$ cat src/rtl/soc_pkg.sv
// soc_pkg: shared SoC clock/baud constants, IO status bit positions and UART receiver state encoding
package soc_pkg;
    localparam int CLK_FREQ_HZ = 100_000_000;
    localparam int BAUD_RATE   = 115_200;
    localparam int IO_BIT_LED        = 0;
    localparam int IO_BIT_BUTTON     = 1;
    localparam int IO_BIT_TX_BUSY    = 2;
    localparam int IO_STAT_RX_VALID  = 3;
    localparam int IO_STAT_OVERRUN   = 4;
    localparam int IO_STAT_FRAME_ERR = 5;
    typedef enum logic [2:0] {
        RX_IDLE,
        RX_START,
        RX_DATA,
        RX_STOP,
        RX_WAIT_HIGH
    } rx_state_e;
endpackage

$ cat src/rtl/sync_fifo.sv
// sync_fifo: first-word-fall-through FIFO with occupancy count and drop indication
//   clk, resetn        clock, async active-low reset
//   i_push, i_data     write request and data
//   i_pop              read request (ignored when empty)
//   o_data, o_valid    head entry (zero when empty) and not-empty flag
//   o_count            occupancy
//   o_drop             push refused because the FIFO was full and nothing was popped
module sync_fifo #(
    parameter int WIDTH = 8,
    parameter int DEPTH = 8
) (
    input  logic                   clk,
    input  logic                   resetn,
    input  logic                   i_push,
    input  logic [WIDTH-1:0]       i_data,
    input  logic                   i_pop,
    output logic [WIDTH-1:0]       o_data,
    output logic                   o_valid,
    output logic [$clog2(DEPTH):0] o_count,
    output logic                   o_drop
);
    localparam int AW = $clog2(DEPTH);
    logic [WIDTH-1:0] mem_q [DEPTH];
    logic [WIDTH-1:0] mem_d [DEPTH];
    logic [AW-1:0]    wr_q, wr_d, rd_q, rd_d;
    logic [AW:0]      cnt_q, cnt_d;
    logic             empty, full, push, pop;
    always_comb begin
        empty   = cnt_q == '0;
        full    = cnt_q == (AW+1)'(DEPTH);
        pop     = i_pop && !empty;
        // a pop frees the slot the push lands in, so full+pop still accepts the write
        push    = i_push && (!full || pop);
        o_drop  = i_push && full && !pop;
        mem_d   = mem_q;
        wr_d    = wr_q;
        rd_d    = rd_q;
        if (push) begin
            mem_d[wr_q] = i_data;
            wr_d        = wr_q + 1'b1;
        end
        if (pop)
            rd_d = rd_q + 1'b1;
        cnt_d   = cnt_q + (AW+1)'(push) - (AW+1)'(pop);
        o_data  = empty ? '0 : mem_q[rd_q];
        o_valid = !empty;
        o_count = cnt_q;
    end
    always_ff @(posedge clk or negedge resetn) begin
        if (!resetn) begin
            mem_q <= '{default: '0};
            wr_q  <= '0;
            rd_q  <= '0;
            cnt_q <= '0;
        end else begin
            mem_q <= mem_d;
            wr_q  <= wr_d;
            rd_q  <= rd_d;
            cnt_q <= cnt_d;
        end
    end
endmodule

$ cat src/rtl/uart_rx_fifo.sv
// uart_rx_fifo: 8N1 UART receiver feeding a FWFT byte FIFO with sticky overrun/framing flags
//   clk, resetn           clock, async active-low reset
//   rxd                   asynchronous serial input, idle high
//   o_data, o_valid       FIFO head byte and not-empty flag
//   i_ready               pop request
//   o_count               FIFO occupancy
//   o_overrun             sticky: byte dropped on full FIFO
//   o_frame_err           sticky: stop bit sampled low
//   i_clr_err             clears both sticky flags (a coincident new event wins)
module uart_rx_fifo
    import soc_pkg::*;
#(
    parameter int CLK_FREQ_HZ = soc_pkg::CLK_FREQ_HZ,
    parameter int BAUD_RATE   = soc_pkg::BAUD_RATE,
    parameter int FIFO_DEPTH  = 8
) (
    input  logic                        clk,
    input  logic                        resetn,
    input  logic                        rxd,
    output logic [7:0]                  o_data,
    output logic                        o_valid,
    input  logic                        i_ready,
    output logic [$clog2(FIFO_DEPTH):0] o_count,
    output logic                        o_overrun,
    output logic                        o_frame_err,
    input  logic                        i_clr_err
);
    localparam int CLKS_PER_BIT = CLK_FREQ_HZ / BAUD_RATE;
    localparam int CW           = $clog2(CLKS_PER_BIT);
    localparam logic [CW-1:0] HALF_LAST = CW'(CLKS_PER_BIT / 2 - 1);
    localparam logic [CW-1:0] BIT_LAST  = CW'(CLKS_PER_BIT - 1);
    rx_state_e     state_q, state_d;
    logic [CW-1:0] cnt_q, cnt_d;
    logic [2:0]    bit_q, bit_d;
    logic [7:0]    shift_q, shift_d;
    logic [1:0]    sync_q, sync_d;
    logic          overrun_q, overrun_d, frame_q, frame_d;
    logic          rx, push, frame_set, drop;
    sync_fifo #(
        .WIDTH (8),
        .DEPTH (FIFO_DEPTH)
    ) u_fifo (
        .clk     (clk),
        .resetn  (resetn),
        .i_push  (push),
        .i_data  (shift_q),
        .i_pop   (i_ready),
        .o_data  (o_data),
        .o_valid (o_valid),
        .o_count (o_count),
        .o_drop  (drop)
    );
    always_comb begin
        sync_d    = {sync_q[0], rxd};
        rx        = sync_q[1];
        state_d   = state_q;
        cnt_d     = cnt_q + 1'b1;
        bit_d     = bit_q;
        shift_d   = shift_q;
        push      = 1'b0;
        frame_set = 1'b0;
        case (state_q)
            RX_IDLE: begin
                cnt_d = '0;
                if (!rx) begin
                    state_d = RX_START;
                    bit_d   = '0;
                end
            end
            RX_START: begin
                // half-bit check centres later samples and rejects short glitches
                if (cnt_q == HALF_LAST) begin
                    cnt_d   = '0;
                    state_d = rx ? RX_IDLE : RX_DATA;
                end
            end
            RX_DATA: begin
                if (cnt_q == BIT_LAST) begin
                    cnt_d   = '0;
                    shift_d = {rx, shift_q[7:1]};
                    bit_d   = bit_q + 1'b1;
                    if (bit_q == 3'd7)
                        state_d = RX_STOP;
                end
            end
            RX_STOP: begin
                if (cnt_q == BIT_LAST) begin
                    cnt_d     = '0;
                    push      = rx;
                    frame_set = !rx;
                    state_d   = rx ? RX_IDLE : RX_WAIT_HIGH;
                end
            end
            RX_WAIT_HIGH: begin
                cnt_d = '0;
                if (rx)
                    state_d = RX_IDLE;
            end
            default: state_d = RX_IDLE;
        endcase
        overrun_d   = (overrun_q && !i_clr_err) || drop;
        frame_d     = (frame_q && !i_clr_err) || frame_set;
        o_overrun   = overrun_q;
        o_frame_err = frame_q;
    end
    always_ff @(posedge clk or negedge resetn) begin
        if (!resetn) begin
            state_q   <= RX_IDLE;
            cnt_q     <= '0;
            bit_q     <= '0;
            shift_q   <= '0;
            sync_q    <= 2'b11;
            overrun_q <= 1'b0;
            frame_q   <= 1'b0;
        end else begin
            state_q   <= state_d;
            cnt_q     <= cnt_d;
            bit_q     <= bit_d;
            shift_q   <= shift_d;
            sync_q    <= sync_d;
            overrun_q <= overrun_d;
            frame_q   <= frame_d;
        end
    end
endmodule

$ cat config.mk
export PLATFORM = sky130hd
export DESIGN_NAME = uart_rx_fifo
export DESIGN_NICKNAME = d
export VERILOG_FILES = /design/src/rtl/soc_pkg.sv /design/src/rtl/sync_fifo.sv /design/src/rtl/uart_rx_fifo.sv
export SDC_FILE = /design/constraint.sdc
export NUM_CORES = 1
export LEC_CHECK = 0
export CAP_MARGIN = 5
export CORE_MARGIN = 4
export CORE_UTILIZATION = 30
export CTS_CLUSTER_SIZE = 30
export DETAILED_ROUTE_END_ITERATION = 10
export GPL_TIMING_DRIVEN = 0
export RECOVER_POWER = 50
export SLEW_MARGIN = 30
export SYNTH_ARGS = -nofsm -noshare
export SYNTH_HDL_FRONTEND = slang
export SYNTH_HIERARCHICAL = 1
export SYNTH_SLANG_ARGS = --single-unit
export TNS_END_PERCENT = 30
$ cat constraint.sdc
create_clock -name clk -period 4.3 [get_ports clk]
set_input_delay 0.645 -clock clk [delete_from_list [all_inputs] [get_ports clk]]
set_output_delay 0.645 -clock clk [all_outputs]
set_load 0.03 [all_outputs]
Word level (Yosys, flattened, before mapping)
Cells that the tools add are included.
W data, S select, Z words.
{"block": "classes", "order_cmp": 3, "n_mux": 26, "eq_ne": 14, "n_bitwise": 2, "addsub": 6, "reduce_logical": 23}
{"op": "$bwmux W64", "count": 1}
{"op": "$mux W8", "count": 4}
{"op": "$pmux W10 S3", "count": 1}
{"op": "$mux W3", "count": 9}
{"op": "$bmux W8 S3", "count": 1}
{"op": "$demux W8 S3", "count": 1}
{"op": "$mux W10", "count": 2}
{"op": "$pmux W3 S5", "count": 1}
{"op": "$ne A2 B2 Y1 const B", "count": 6}
{"op": "$add A10 B1 Y10 const B", "count": 1}
{"op": "$eq A10 B10 Y1 const B", "count": 1}
{"op": "$eq A10 B9 Y1 const B", "count": 1}
{"op": "$add A3 B1 Y3 const B", "count": 3}
{"op": "$ge A4 B4 Y1 const B", "count": 2}
{"op": "$not A3 Y4", "count": 2}
{"op": "$logic_and A1 B1 Y1", "count": 7}
{"op": "$eq A3 B2 Y1 const B", "count": 2}
{"op": "$eq A3 B3 Y1 const B", "count": 2}
{"op": "$pmux W3 S2", "count": 1}
{"op": "$reduce_and A6 Y1", "count": 1}
{"op": "$logic_not A1 Y1", "count": 5}
{"op": "$add A4 B1 Y4", "count": 1}
{"op": "$eq A4 B4 Y1 const B", "count": 1}
{"op": "$logic_not A4 Y1", "count": 1}
{"op": "11 further kinds", "count": 17}
{"block": "word_totals", "in_bits": 5, "wordCells": 92, "regBits": 102}

Depth between registers and ports, before layout
{"block": "depth", "depth_word": 7, "ltp_mapped": 13, "depth_no_buf": 12}

Hierarchy
The synthesis kept the hierarchy.
{"module": "sync_fifo", "area_per_inst_um2": 3618.5, "n_inst": 1, "seq_area_each_um2": 1851.8, "cells_per_inst": 262}
{"module": "uart_rx_fifo", "area_per_inst_um2": 1351.3, "n_inst": 1, "seq_area_each_um2": 703.2, "cells_per_inst": 120}

Least setup slack after synthesis
OpenSTA, ideal clock, no wires.
{"block": "synth_timing", "path_kind": "flip-flop to flip-flop", "startpoint": "register cnt_q[0]", "endpoint": "register u_fifo.cnt_q[2] (netlist: u_fifo/o_count[2])", "t_arrival_ns": 2.701, "stages_incl_launch_ff": 13, "synth_period_minus_slack_ns": 2.823, "n_path_buf": 1, "t_required_ns": 4.178, "path_slack_ns": 1.477, "setup_ns": 0.122, "path_cell_list": "dfrtp_1 -> ha_1 -> and4bb_4 -> nand3_2 -> or3_4 -> nor2_1 -> buf_2 -> inv_1 -> nand3_1 -> a21bo_2 -> ha_1 -> fa_1 -> xor2_1"}
{"block": "synth_via", "elab_chain_cells": 6}
{"element": "start, declared", "line": "uart_rx_fifo.sv:33", "rtl": "logic [CW-1:0] cnt_q, cnt_d;"}
{"element": "start signal, assigned", "line": "uart_rx_fifo.sv:117", "rtl": "cnt_q <= cnt_d;"}
{"element": "$eq A10 B10 Y1", "line": "uart_rx_fifo.sv:87", "rtl": "if (cnt_q == BIT_LAST) begin"}
{"element": "$mux W1", "line": "uart_rx_fifo.sv:87"}
{"element": "$mux W1", "line": "uart_rx_fifo.sv:62", "rtl": "case (state_q)"}
{"element": "named net push", "line": "uart_rx_fifo.sv:38", "rtl": "logic rx, push, frame_set, drop;"}
{"element": "$logic_and A1 B1 Y1", "line": "sync_fifo.sv:33", "rtl": "push = i_push && (!full || pop);"}
{"element": "$add A4 B1 Y4", "line": "sync_fifo.sv:44", "rtl": "cnt_d = cnt_q + (AW+1)'(push) - (AW+1)'(pop);"}
{"element": "$sub A4 B1 Y4", "line": "sync_fifo.sv:44"}
{"element": "named net u_fifo.cnt_d[2]", "line": "sync_fifo.sv:26", "rtl": "logic [AW:0] cnt_q, cnt_d;"}
{"element": "end signal, assigned", "line": "sync_fifo.sv:59", "rtl": "cnt_q <= cnt_d;"}
{"element": "end, declared", "line": "sync_fifo.sv:26"}
The timed path passes the listed nets, and every way through them passes these cells.
A chain may end at the register's enable or synchronous reset.

Worst setup path after layout
{"block": "layout_timing", "startpoint": "register u_fifo.rd_q[1]", "endpoint": "output o_data[0]"}
{"block": "layout_via", "elab_chain_cells": 5}
{"element": "start, declared", "line": "sync_fifo.sv:25", "rtl": "logic [AW-1:0] wr_q, wr_d, rd_q, rd_d;"}
{"element": "start signal, assigned", "line": "sync_fifo.sv:58", "rtl": "rd_q <= rd_d;"}
{"element": "$not A3 Y4 (implied by the code)", "line": "sync_fifo.sv:45", "rtl": "o_data = empty ? '0 : mem_q[rd_q];"}
{"element": "$bmux W8 S3", "line": "sync_fifo.sv:45"}
{"element": "$mux W8 (implied by the code) (2 in series)", "line": "sync_fifo.sv:45"}
{"element": "$mux W8", "line": "sync_fifo.sv:45"}
{"element": "end, declared", "line": "uart_rx_fifo.sv:20", "rtl": "output logic [7:0] o_data,"}
Every way passes these cells. The select of a mux whose other input is x is not followed.

==> metrics.txt <==
Antenna Violating Nets Remaining 0; Mapped Cells 382; Clock power frac 27.5%; status finished with violations; CTS buffer count 9; sequential-to-total area share from yosys stat 51.4%; Crit path depth 6; Final WS setup 911 ps; depth of the worst register-to-register path 9; net count reported at finish 430; Int Power 1.80 mW; violated checks capacitance limit, slew limit; Critical Path Fanout Max 10; floorplan row count 46; Power Total 2.80 mW; crit path capture o_data[0]; Die ar. 0.0187 mm2; Worst slew margin -77.3%; final critical-path share of the clock period 78.8%; WL per Instance 15.6 um; crit end category primary output; worst r2r dst u_fifo/mem_q[63]; sequential power share 36.9%; Hold Violations, Final 0; Worst-path clk slew 70 ps; drc violations 0; hold_buf cts 0; CTS tree done; number of synthesized register bits 102; die height 137 um; n_diodes 0; Mapped Area 0.00497 mm2; RSZ-0062 raised after global routing false; crit start category register; dominant synthesized flop cell dfrtp_1; Yosys cell types 49; crit path kind reg -> out; share of layout cells above drive strength 1 29.2%; R2R setup slack 1160 ps; fmax 295 MHz; dpl ws 1170 ps; Post-DP HPWL 6.87 mm; commonest non-fill, non-tap cell in the layout dfrtp_1; vias in the first global route 3310; Total Routed Length 9.92 mm; I/O Buffers 19; total track usage 11.6%; initial antenna violation count 0; Die Wd 137 um; first-pass GRT wire length 16.9 mm; post-CTS setup buffer count 0; H-Tree Depth 3; via count 3063; critical path data arrival time 2740 ps; Post-synth EDFFs 0; sequence of cells on the critical path clkbuf_1 -> buf_2 -> mux2i_1 -> a22oi_1 -> and3_1 -> clkdlybuf4s50_1; Clock Latency Late Sink 350 ps; setup TNS 0 ps; max_cap viols 1; fin. max-slew vios 46; CP peak stage delay 690 ps; Final Core Density 35.6%; DRT Pass-1 Iters 4; Worst path slowest cell clkdlybuf4s50_1; P&R area growth vs syn 15.0%; syn avg cell area 13.0 um2; peak supply drop 387 uV; Critical Path Start u_fifo/rd_q[1]; Post-Syn Nets 399; family with the most delay on the worst path buffers and inverters; TritonCTS Sinks 102; Leakage Power 2.65 nW; Logic pwr share 35.5%; Final GP Congestion 0.838; Final setup viols 0; final hold slack 359 ps; core area 0.0161 mm2; worst reg2reg path startpoint cnt_q[0]; Initial Util 30.9%; switching share of power 35.9%; P_sw 1.01 mW; DRT iter0 DRCs 150; commonest cells after routing, fill and taps aside 100 x dfrtp_1, 71 x mux2_2, 32 x mux2i_1, 19 x nor2_1, 17 x clkdlybuf4s50_1; buffer depth of the longest clock path 2; yosys warns 6; fin crit period 3390 ps; Worst Tran Pin Value 2660 ps; I/O pins 20; Critical path buffers and inverters 3; setup skew after layout 6.54 ps; vias per cell 4.83; HP Class reg -> reg; clk root buf clkbuf_16; largest net degree at the start of global routing 58; CTS resizes 0; grt ovf 0; # fillers 1563; CP required 3650 ps; Async SR Flop Fraction 100%; P per Cell Area 491 mW/mm2
==> routing by layer <==
metal  vias to the layer above  wire length (um)  global-route usage, %
met5                         -                 0                      0
met4                         0                95                   2.52
met3                        10               348                   3.49
met2                        41              4750                   18.4
met1                      1558              4720                   15.6
li1                       1454                 -                      -
==> power by group through the flow <==
stage	Combinational (mW)	Clock [mW]	Sequential, mW
final	0.997	0.772	1.03
after global routing	1.08	0.841	1.04
after global placement	0.989	0	1.05
after CTS	1.01	0.807	1.03
after floorplan	0.613	0	1.08
after detailed placement	1.01	0	1.05
==> worst min-delay path by stage <==
stage	endpoint	depth (start not counted)	start	slack, ps
2_1_floorplan	bit_q[0]	0	resetn	350
3_3_place_gp	sync_q[1]	0	sync_q[0]	350
3_5_place_dp	sync_q[1]	0	sync_q[0]	350
4_1_cts	u_fifo/mem_q[7]	1	resetn	220
5_1_grt	sync_q[1]	0	sync_q[0]	370
6_report	sync_q[1]	0	sync_q[0]	360
==> through the flow <==
stage / area (um2) / cells
final: 5720 / 634
after global placement: 5430 / 617
after CTS: 5740 / 634
after floorplan: 4970 / 382
after global routing: 5720 / 634
after detailed placement: 5460 / 618
==> flip-flops by register name, summed over array words and instances, names as in the netlist <==
| name | count |
|---|---|
| bit_q | 3 |
| cnt_q | 10 |
| o_frame_err | 1 |
| o_overrun | 1 |
| shift_q | 8 |
| state_q | 3 |
| sync_q | 2 |
| u_fifo/mem_q | 64 |
| u_fifo/o_count | 4 |
| u_fifo/rd_q | 3 |
| u_fifo/wr_q | 3 |
==> logic make-up (layout without fill, tap and decap cells) <==
group           after synthesis  in the layout  share of synthesized area [%]
xor+xnor                     14             14                           2.47
buf+inv                      28             64                           2.79
compound gates               44             44                           7.35
fa+ha+maj                    12             12                           3.17
simple gates                 77             77                           9.67
mux                         105            105                           23.1
flops                       102            102                           51.4
==> cells in the mapped netlist (3+ instances only) <==
master,count,area share [%]
nor2b_1,3,0.38
inv_1,10,0.76
and3_1,8,1.0
dfrtp_1,100,50
a31oi_2,7,1.8
o21ai_0,6,0.60
xor2_1,6,1.1
ha_1,11,2.8
mux2_2,71,16
nand4b_1,3,0.53
nor2_1,19,1.4
xnor2_1,8,1.4
nand2_1,12,0.91
buf_2,9,0.91
a22oi_1,16,2.4
a21oi_1,4,0.40
buf_1,3,0.23
nand3_1,11,1.1
a31oi_1,3,0.38
nand4bb_1,3,0.68
mux2i_1,32,6.4
==> final cells by class <==
cell class	instances	area, um2	area share, %
inverter	10	37.5	0.657
clock inverter	7	57.6	1.01
clock buffer	9	225	3.94
buffer	18	101	1.77
tap	216	270	4.73
sequential	102	2550	44.7
timing repair buffer	20	211	3.70
multi-input combinational	252	2260	39.5
No activity file was read; power rests on OpenSTA's default activity.
